$ cat src/rtl/gyro_pkg.sv
// Shared state type, default tuning constants and saturating arithmetic
// for the gyro angle tracking path.
package gyro_pkg;

  typedef enum logic {CAL, RUN} state_e;

  localparam int RATE_W        = 16;
  localparam int CAL_SHIFT_DEF = 4;
  localparam int DEADBAND_DEF  = 64;
  localparam int ANGLE_W_DEF   = 32;
  localparam logic signed [31:0] TILT_THRESH_DEF = 32'sd200000;

  // Sum of a and b clamped to the signed range of a w-bit word (w <= 62).
  function automatic logic signed [63:0] sat_add(input logic signed [63:0] a,
                                                 input logic signed [63:0] b,
                                                 input int w);
    logic signed [63:0] maxV;
    logic signed [63:0] minV;
    logic signed [63:0] sum;
    maxV = (64'sd1 <<< (w - 1)) - 64'sd1;
    minV = -(64'sd1 <<< (w - 1));
    sum  = a + b;
    if (sum > maxV) return maxV;
    if (sum < minV) return minV;
    return sum;
  endfunction

endpackage

$ cat src/rtl/gyro_axis_integrator.sv
// One gyro axis: zero-rate bias calibration, bias removal with deadband,
// saturating angle accumulator and tilt threshold flags.
module gyro_axis_integrator
  import gyro_pkg::*;
#(
  parameter int                CAL_SHIFT   = CAL_SHIFT_DEF,
  parameter int                DEADBAND    = DEADBAND_DEF,
  parameter int                ANGLE_W     = ANGLE_W_DEF,
  parameter logic signed [31:0] TILT_THRESH = TILT_THRESH_DEF
) (
  input  logic                      clk,
  input  logic                      rst,
  input  logic signed [RATE_W-1:0]  rate_i,
  input  logic                      cal_acc_i,
  input  logic                      cal_latch_i,
  input  logic                      run_sample_i,
  input  logic                      clr_i,
  output logic signed [ANGLE_W-1:0] angle_o,
  output logic                      angle_valid_o,
  output logic [1:0]                tilt_o
);

  localparam int SUM_W = RATE_W + CAL_SHIFT;
  localparam logic signed [63:0] THR_POS = {{32{TILT_THRESH[31]}}, TILT_THRESH};
  localparam logic signed [63:0] THR_NEG = -THR_POS;

  logic signed [SUM_W-1:0]   sum_q, sum_d;
  logic signed [RATE_W-1:0]  bias_q, bias_d;
  logic signed [RATE_W:0]    diff;
  logic signed [RATE_W:0]    corr_q, corr_d;
  logic                      s1Valid_q;
  logic signed [ANGLE_W-1:0] angle_q, angle_d;
  logic                      angleValid_q;
  logic [1:0]                tilt_q, tilt_d;
  logic signed [63:0]        accWide, corrWide, satWide;

  // The latch cycle uses the sum including the final calibration sample.
  always_comb begin
    sum_d    = sum_q + $signed({{CAL_SHIFT{rate_i[RATE_W-1]}}, rate_i});
    bias_d   = RATE_W'(sum_d >>> CAL_SHIFT);
    diff     = $signed({rate_i[RATE_W-1], rate_i}) - $signed({bias_q[RATE_W-1], bias_q});
    corr_d   = ((int'(diff) > DEADBAND) || (int'(diff) < -DEADBAND)) ? diff : '0;
    accWide  = {{(64-ANGLE_W){angle_q[ANGLE_W-1]}}, angle_q};
    corrWide = {{(63-RATE_W){corr_q[RATE_W]}}, corr_q};
    satWide  = sat_add(accWide, corrWide, ANGLE_W);
    angle_d  = ANGLE_W'(satWide);
    tilt_d   = {satWide < THR_NEG, satWide > THR_POS};
  end

  always_ff @(posedge clk) begin
    if (rst || clr_i) begin
      sum_q        <= '0;
      bias_q       <= '0;
      corr_q       <= '0;
      s1Valid_q    <= 1'b0;
      angle_q      <= '0;
      angleValid_q <= 1'b0;
      tilt_q       <= '0;
    end else begin
      if (cal_acc_i)    sum_q  <= sum_d;
      if (cal_latch_i)  bias_q <= bias_d;
      if (run_sample_i) corr_q <= corr_d;
      s1Valid_q    <= run_sample_i;
      angleValid_q <= s1Valid_q;
      if (s1Valid_q) begin
        angle_q <= angle_d;
        tilt_q  <= tilt_d;
      end
    end
  end

  assign angle_o       = angle_q;
  assign angle_valid_o = angleValid_q;
  assign tilt_o        = tilt_q;

endmodule

$ cat src/rtl/gyro_motion_tracker.sv
// Gyro motion tracker: detects new rate triples, sequences calibration and
// run phases, and drives three per-axis angle integrators.
module gyro_motion_tracker
  import gyro_pkg::*;
#(
  parameter int                CAL_SHIFT   = CAL_SHIFT_DEF,
  parameter int                DEADBAND    = DEADBAND_DEF,
  parameter int                ANGLE_W     = ANGLE_W_DEF,
  parameter logic signed [31:0] TILT_THRESH = TILT_THRESH_DEF
) (
  input  logic                      clk,
  input  logic                      rst,
  input  logic signed [RATE_W-1:0]  x_rate_i,
  input  logic signed [RATE_W-1:0]  y_rate_i,
  input  logic signed [RATE_W-1:0]  z_rate_i,
  input  logic                      recal_i,
  output logic                      cal_done_o,
  output logic signed [ANGLE_W-1:0] angle_x_o,
  output logic signed [ANGLE_W-1:0] angle_y_o,
  output logic signed [ANGLE_W-1:0] angle_z_o,
  output logic                      angle_valid_o,
  output logic [5:0]                tilt_o
);

  logic signed [RATE_W-1:0] prevX_q, prevY_q, prevZ_q;
  state_e                   state_q;
  logic [CAL_SHIFT:0]       sampleCnt_q;
  logic                     calDone_q;
  logic                     newSample, sampleTake;
  logic                     calAcc, calLatch, runSample;
  logic [2:0]               axisValid;
  logic [1:0]               tiltX, tiltY, tiltZ;

  // The rate words carry no strobe, so any change of the triple is a sample.
  always_ff @(posedge clk) begin
    if (rst) begin
      prevX_q <= '0;
      prevY_q <= '0;
      prevZ_q <= '0;
    end else begin
      prevX_q <= x_rate_i;
      prevY_q <= y_rate_i;
      prevZ_q <= z_rate_i;
    end
  end

  assign newSample  = (x_rate_i != prevX_q) || (y_rate_i != prevY_q) || (z_rate_i != prevZ_q);
  assign sampleTake = newSample && !recal_i;
  assign calAcc     = (state_q == CAL) && sampleTake;
  assign calLatch   = calAcc && (int'(sampleCnt_q) == (1 << CAL_SHIFT) - 1);
  assign runSample  = (state_q == RUN) && sampleTake;

  always_ff @(posedge clk) begin
    if (rst || recal_i) begin
      state_q     <= CAL;
      sampleCnt_q <= '0;
      calDone_q   <= 1'b0;
    end else if (state_q == CAL) begin
      if (calAcc) sampleCnt_q <= sampleCnt_q + 1'b1;
      if (calLatch) begin
        state_q   <= RUN;
        calDone_q <= 1'b1;
      end
    end
  end

  gyro_axis_integrator #(
    .CAL_SHIFT(CAL_SHIFT), .DEADBAND(DEADBAND), .ANGLE_W(ANGLE_W), .TILT_THRESH(TILT_THRESH)
  ) uAxisX (
    .clk(clk), .rst(rst), .rate_i(x_rate_i), .cal_acc_i(calAcc), .cal_latch_i(calLatch),
    .run_sample_i(runSample), .clr_i(recal_i), .angle_o(angle_x_o),
    .angle_valid_o(axisValid[0]), .tilt_o(tiltX)
  );

  gyro_axis_integrator #(
    .CAL_SHIFT(CAL_SHIFT), .DEADBAND(DEADBAND), .ANGLE_W(ANGLE_W), .TILT_THRESH(TILT_THRESH)
  ) uAxisY (
    .clk(clk), .rst(rst), .rate_i(y_rate_i), .cal_acc_i(calAcc), .cal_latch_i(calLatch),
    .run_sample_i(runSample), .clr_i(recal_i), .angle_o(angle_y_o),
    .angle_valid_o(axisValid[1]), .tilt_o(tiltY)
  );

  gyro_axis_integrator #(
    .CAL_SHIFT(CAL_SHIFT), .DEADBAND(DEADBAND), .ANGLE_W(ANGLE_W), .TILT_THRESH(TILT_THRESH)
  ) uAxisZ (
    .clk(clk), .rst(rst), .rate_i(z_rate_i), .cal_acc_i(calAcc), .cal_latch_i(calLatch),
    .run_sample_i(runSample), .clr_i(recal_i), .angle_o(angle_z_o),
    .angle_valid_o(axisValid[2]), .tilt_o(tiltZ)
  );

  assign cal_done_o    = calDone_q;
  assign angle_valid_o = &axisValid;
  assign tilt_o        = {tiltZ, tiltY, tiltX};

endmodule

$ cat config.mk
export PLATFORM = sky130hd
export DESIGN_NAME = gyro_motion_tracker
export DESIGN_NICKNAME = d
export VERILOG_FILES = /design/src/rtl/gyro_pkg.sv /design/src/rtl/gyro_axis_integrator.sv /design/src/rtl/gyro_motion_tracker.sv
export SDC_FILE = /design/constraint.sdc
export NUM_CORES = 1
export LEC_CHECK = 0
export CAP_MARGIN = 20
export CORE_ASPECT_RATIO = 1.5
export CORE_MARGIN = 2
export CORE_UTILIZATION = 37
export DETAILED_ROUTE_END_ITERATION = 8
export HOLD_SLACK_MARGIN = 0.1
export PLACE_DENSITY = 0.6
export SLEW_MARGIN = 20
export SYNTH_ARGS = -nofsm -noshare
export SYNTH_HDL_FRONTEND = slang
export SYNTH_HIERARCHICAL = 1
export SYNTH_SLANG_ARGS = --single-unit
$ cat constraint.sdc
create_clock -name clk -period 8.75 [get_ports clk]
set_input_delay 1.75 -clock clk [delete_from_list [all_inputs] [get_ports clk]]
set_output_delay 1.75 -clock clk [all_outputs]
set_load 0.01 [all_outputs]
* Word level (Yosys, flattened, before mapping)
Index checks and enable logic that the tools add are counted.
** Storage, ports and cells
- Register bits after elaboration :: 318
- Output and inout port bits :: 104
** Operators by class
- Bitwise logic cells :: 1
- Magnitude comparators :: 18
- Muxes and demuxes :: 26
- Equal/unequal tests :: 4
- Reductions and logical operators :: 13
- $add $sub $neg :: 10
** Operator list (number)
- two-way mux 64 bit :: 12
- > comparator 64 x 19 -> 1 bit (second input constant) :: 3
- > comparator 64 x 32 -> 1 bit (second input constant) :: 3
- < comparator 64 x 19 -> 1 bit (second input constant) :: 3
- < comparator 64 x 32 -> 1 bit (second input constant) :: 3
- adder 32 x 17 -> 33 bit :: 3
- adder 20 x 16 -> 20 bit :: 3
- > comparator 17 x 8 -> 1 bit (second input constant) :: 3
- < comparator 17 x 7 -> 1 bit (second input constant) :: 3
- two-way mux 17 bit :: 3
- subtractor 16 x 16 -> 17 bit :: 3
- != test 16 bit :: 3
- two-way mux 1 bit :: 11
- logical OR 1 bit :: 6
- adder 5 x 1 -> 5 bit (second input constant) :: 1
- == test 5 bit (second input constant) :: 1
- logical AND 1 bit :: 4
- AND reduction 2 bit :: 2
- zero test 1 bit :: 1
- inverter 1 bit :: 1

* Depth between registers and ports, before layout
- Depth in word-level cells :: 8
- Gate-level depth with buffers :: 15

* Cells and area by module
The synthesis kept the hierarchy.
** Modules (own cells, without submodules)
- gyro_axis_integrator at uAxisZ :: times used 1, cells an instance 946, sequential area each 1781.7 µm², area an instance 7495.9 µm²
- gyro_axis_integrator at uAxisY :: times used 1, cells an instance 843, sequential area each 1781.7 µm², area an instance 6942.9 µm²
- gyro_axis_integrator at uAxisX :: times used 1, cells an instance 827, sequential area each 1781.7 µm², area an instance 6722.7 µm²
- gyro_motion_tracker :: times used 1, cells an instance 229, sequential area each 1101.1 µm², area an instance 2329.7 µm²

* Worst setup path before layout
No wires, ideal clock.
- Path kind :: in2reg
- Start :: in y_rate_i[0]
- End :: reg uAxisY.corr_q[0]
- Path slack :: 3.856 ns
- Arrival :: 4.776 ns
- Library setup time :: 0.117 ns
- Stages :: 15
- Path buffers :: 1
- Path through :: inv_1 > ha_1 > fa_1 > nand2b_1 > a21oi_1 > o21ai_0 > a21boi_0 > o21ai_1 > xnor2_1 > a2111oi_0 > nand4bb_1 > or4_1 > a2bb2oi_2 > buf_6 > a32o_1
** Between the ends
- Cells in the longest elaborated chain, start to end :: 5
- Elaborated cells between the ends (all ways) :: 10
** RTL lines
- start: declaration :: RTL line gyro_motion_tracker.sv:14 : input logic signed [RATE_W-1:0] y_rate_i,
- parallel branches: the longest is 5 deep, another holds subtractor 16 x 16 -> 17 bit
- end signal: assignment :: RTL line gyro_axis_integrator.sv:62 : if (run_sample_i) corr_q <= corr_d;
- end: declaration :: RTL line gyro_axis_integrator.sv:30 : logic signed [RATE_W:0] corr_q, corr_d;
Several ways; the timed one is not identified.
A chain may end at the register's enable or synchronous reset.

* Final worst setup path
- Start :: in y_rate_i[0]
- End :: reg uAxisY.corr_q[1]
Same word-level chain as after synthesis.

==> qor.yml <==
outcome: "completed"
drt-total-wl_um: 69100
cts_setup_buffers: 0
synth_edf_count: 0
p_seq_share_pct: 41.1
p_switching_w: 0.000931
vias: 21300
syn_inst: 2845
worstPathArrival_ns: 5.73
crit_fanout: 13
numCtsBuffers: 37
hp-start: "uAxisZ/tilt_o[1]$_SDFFE_PP0P_"
required_ns: 9.19
synth_nets: 3108
synth_largest_area_cell: "dfxtp_1"
power.leakage_nw: 11.1
p_clk_share_pct: 47.3
synth_cell_types: 112
cellPowerDensity_nw_per_um2: 136
cpMaxStageDelayCell: "clkdlybuf4s50_1"
worst_pin_slew_ns: 1.05
final.period_utilization_pct: 60.5
pwr-share-comb_pct: 11.7
drv_slew: 0
grt_pass1_wl_um: 110000
netlist_area_um2: 23500
grt_antenna_before_repair: 5
drc_errors: 0
synth-seq-area-share_pct: 27.4
synth.top_cell.area_share_pct: 27.4
postSynthAreaPerCell_um2: 8.26
r2r_start: "uAxisX/corr_q[16]$_SDFFE_PP0P_"
end_kind: "flop"
drtIter0Drc: 798
fmax_mhz: 189
crit_type: "input pin to flop"
first_pass_iters: 5
synth_ff_type: "dfxtp_1"
die_w_um: 210
grt_max_degree: 67
ys_seq_elements: 322
n_fill_cell: 6240
cp_cell_sequence: "clkdlybuf4s50_1 -> inv_1 -> ha_1 -> fa_1 -> nand2b_1 -> a21oi_1 -> o21ai_0 -> a21boi_0 -> o21ai_1 -> xnor2_1 -> a2111oi_0 -> nand4bb_1 -> or4_1 -> a2bb2oi_2 -> a32o_1"
start_util_pct: 37.3
die_height_um: 313
gp_congestion: 0.914
rsz0062_at_grt: "false"
cts_sinks: 322
antenna_left: 0
timing.final.crit_period_ns: 5.29
via_per_inst: 5.65
fin_nets: 3197
hp-class: "flop to flop"
setup_viol: 0
clkLatencyLatePin_ns: 0.56
ys_warn_count: 6
clk_path_buf_depth: 3
slew_headroom_pct: 29.4
wl_per_cell_um: 18.4
totalNegativeSetupSlack_ns: 0
core_area_um2: 63100
track_usage_pct: 20.6
sw_frac_of_total_pct: 25.4
critPathMaxStageDelay_ns: 0.55
max-vdd-ir-drop_mv: 0.134
area_growth_syn_to_layout_pct: 15.1
portBuffers: 154
cts_tree: "done"
rows: 113
hold_viol: 0
grt_pass1_vias: 21300
cts_hold_buf: 0
worstSetupStartpoint: "y_rate_i[0]"
cts_root_buf: "clkbuf_16"
ys_async_sr_fraction_pct: 0
drive_gt1_share_pct: 5.71
layout_setup_ws_ns: 3.46
critPathLaunchType: "input pin"
maxCapViolCount: 0
htree_num_levels: 2
clk_pin_slew_ns: 0.05
dp_hpwl_um: 53500
cts.repair.resized: 0
gr-total-overflow: 0
die-area_um2: 65600
p_int_w: 0.00274
place_ws_ns: 2.91
skew_ns: 0.0165
hold_slack_ns: 0.463
synth_area_leaders: "dfxtp_1 (27%), ha_1 (11%), a21oi_1 (5.3%)"
io_pins: 155
## final cells by class
| class | instances | area [µm²] | area share [%] |
|---|---|---|---|
| multi-input combinational | 2260 | 16000 | 59.3 |
| sequential | 322 | 6450 | 23.8 |
| timing repair buffer | 172 | 1670 | 6.18 |
| clock buffer | 47 | 1020 | 3.79 |
| tap | 805 | 1010 | 3.73 |
| inverter | 141 | 529 | 1.96 |
| clock inverter | 18 | 319 | 1.18 |
| antenna | 1 | 2.50 | 0.00925 |
## layer usage
layer,GRT usage [%],part of all wire [%],wire (µm),up-vias
li1,-,-,-,10600
met3,3.37,4.0,2740,160
met2,39.4,52,36100,433
met5,0,0.081,56,-
met1,21.9,39,27100,10100
met4,9.64,4.5,3100,8
## cells in the mapped netlist (all sizes together) (14+ instances only)
library cell    n
dfxtp         322
a21oi         258
nor2          244
o21ai         216
ha            203
inv           141
nand2         133
xnor2         114
mux2i         102
clkbuf         87
xor2           85
nor2b          80
a21o           77
nand3          66
nor3           47
nand4          38
buf            35
o21a           35
a211oi         34
maj3           34
o211ai         33
nand2b         29
a31oi          28
and2           28
and3           26
a22o           24
nor4           24
or2            24
o31ai          23
or3            19
a211o          16
a32o           16
and4           16
o21bai         14
## worst max-delay path, delay by kind of cell
family,cells,cell delay (ns)
compound gates,7,1.68
xor+xnor,1,0.19
fa+ha+maj,2,0.67
buf+inv,2,0.62
simple gates,3,0.81
## worst paths after layout
check                                                     end  slack, ns  cells after the start
worst min-delay path            uAxisZ/tilt_o[1]$_SDFFE_PP0P_       0.46                      2
worst min register to register  uAxisZ/tilt_o[1]$_SDFFE_PP0P_       0.46                      2
worst max register to register  uAxisX/tilt_o[0]$_SDFFE_PP0P_       4.13                     14
worst max-delay path            uAxisY/corr_q[1]$_SDFFE_PP0P_       3.46                     15
## power groups by stage
stage | sequential, W | combinational [W] | clock (W)
3_3_place_gp | 0.00154 | 0.000418 | 0
3_5_place_dp | 0.00154 | 0.000427 | 0
4_1_cts | 0.00151 | 0.000429 | 0.00179
2_1_floorplan | 0.00154 | 0.000299 | 0
6_report | 0.00151 | 0.000427 | 0.00173
5_1_grt | 0.00151 | 0.000472 | 0.00184
## flip-flops by register name, summed over array words and instances, names as in the netlist, 2 cells and up
register,count
prevX_q,16
prevY_q,16
prevZ_q,16
sampleCnt_q,5
uAxisX/angle_o,32
uAxisX/bias_q,16
uAxisX/corr_q,17
uAxisX/sum_q,20
uAxisX/tilt_o,2
uAxisY/angle_o,32
uAxisY/bias_q,16
uAxisY/corr_q,17
uAxisY/sum_q,20
uAxisY/tilt_o,2
uAxisZ/angle_o,32
uAxisZ/bias_q,16
uAxisZ/corr_q,17
uAxisZ/sum_q,20
uAxisZ/tilt_o,2
## kinds of logic after synthesis
family                   count (synthesis)  share of synthesized area [%]
flip-flops                             322                           27.4
adder cells (fa/ha/maj)                246                           13.0
buffers and inverters                  263                           4.41
AO/OA/AOI/OAI                          889                           25.0
AND/OR/NAND/NOR                        823                           18.2
multiplexers                           103                           4.41
XOR/XNOR                               199                           7.45
## per-stage QoR
step	cells	total power (W)	utilization, %	area (µm²)
2_1_floorplan	2845	0.00183	-	23500
3_3_place_gp	3700	0.00196	40.7	25700
3_5_place_dp	3700	0.00197	40.7	25700
4_1_cts	3765	0.00372	42.9	27000
5_1_grt	3765	0.00382	42.9	27000
6_report	3766	0.00367	42.9	27000
## cells in the final DEF, fill, tap and decap left out, types with 9 or more instances in the layout
cell type and instances:
fa_1 9, clkbuf_16 37, xor2_1 85, and4_1 16, nand4_1 38, nor3_1 46, mux2i_1 100, nand2b_1 28
nor4_1 19, or3_1 18, or2_2 19, clkdlybuf4s50_1 153, o31ai_1 21, inv_1 138, o21a_1 33, or4_1 11
a21oi_1 250, a31oi_1 26, a211o_1 16, o21ai_1 26, dfxtp_1 321, a21o_1 77, buf_4 18, nand3_1 66
a32o_1 16, nor2_1 240, o211ai_1 31, a211oi_1 29, nor2b_1 79, a22o_1 24, o21bai_1 12, maj3_1 34
xnor2_1 113, and3_1 23, ha_1 203, nand2_1 133, and2_1 25, o21ai_0 189
No activity file was read; power rests on OpenSTA's default activity.
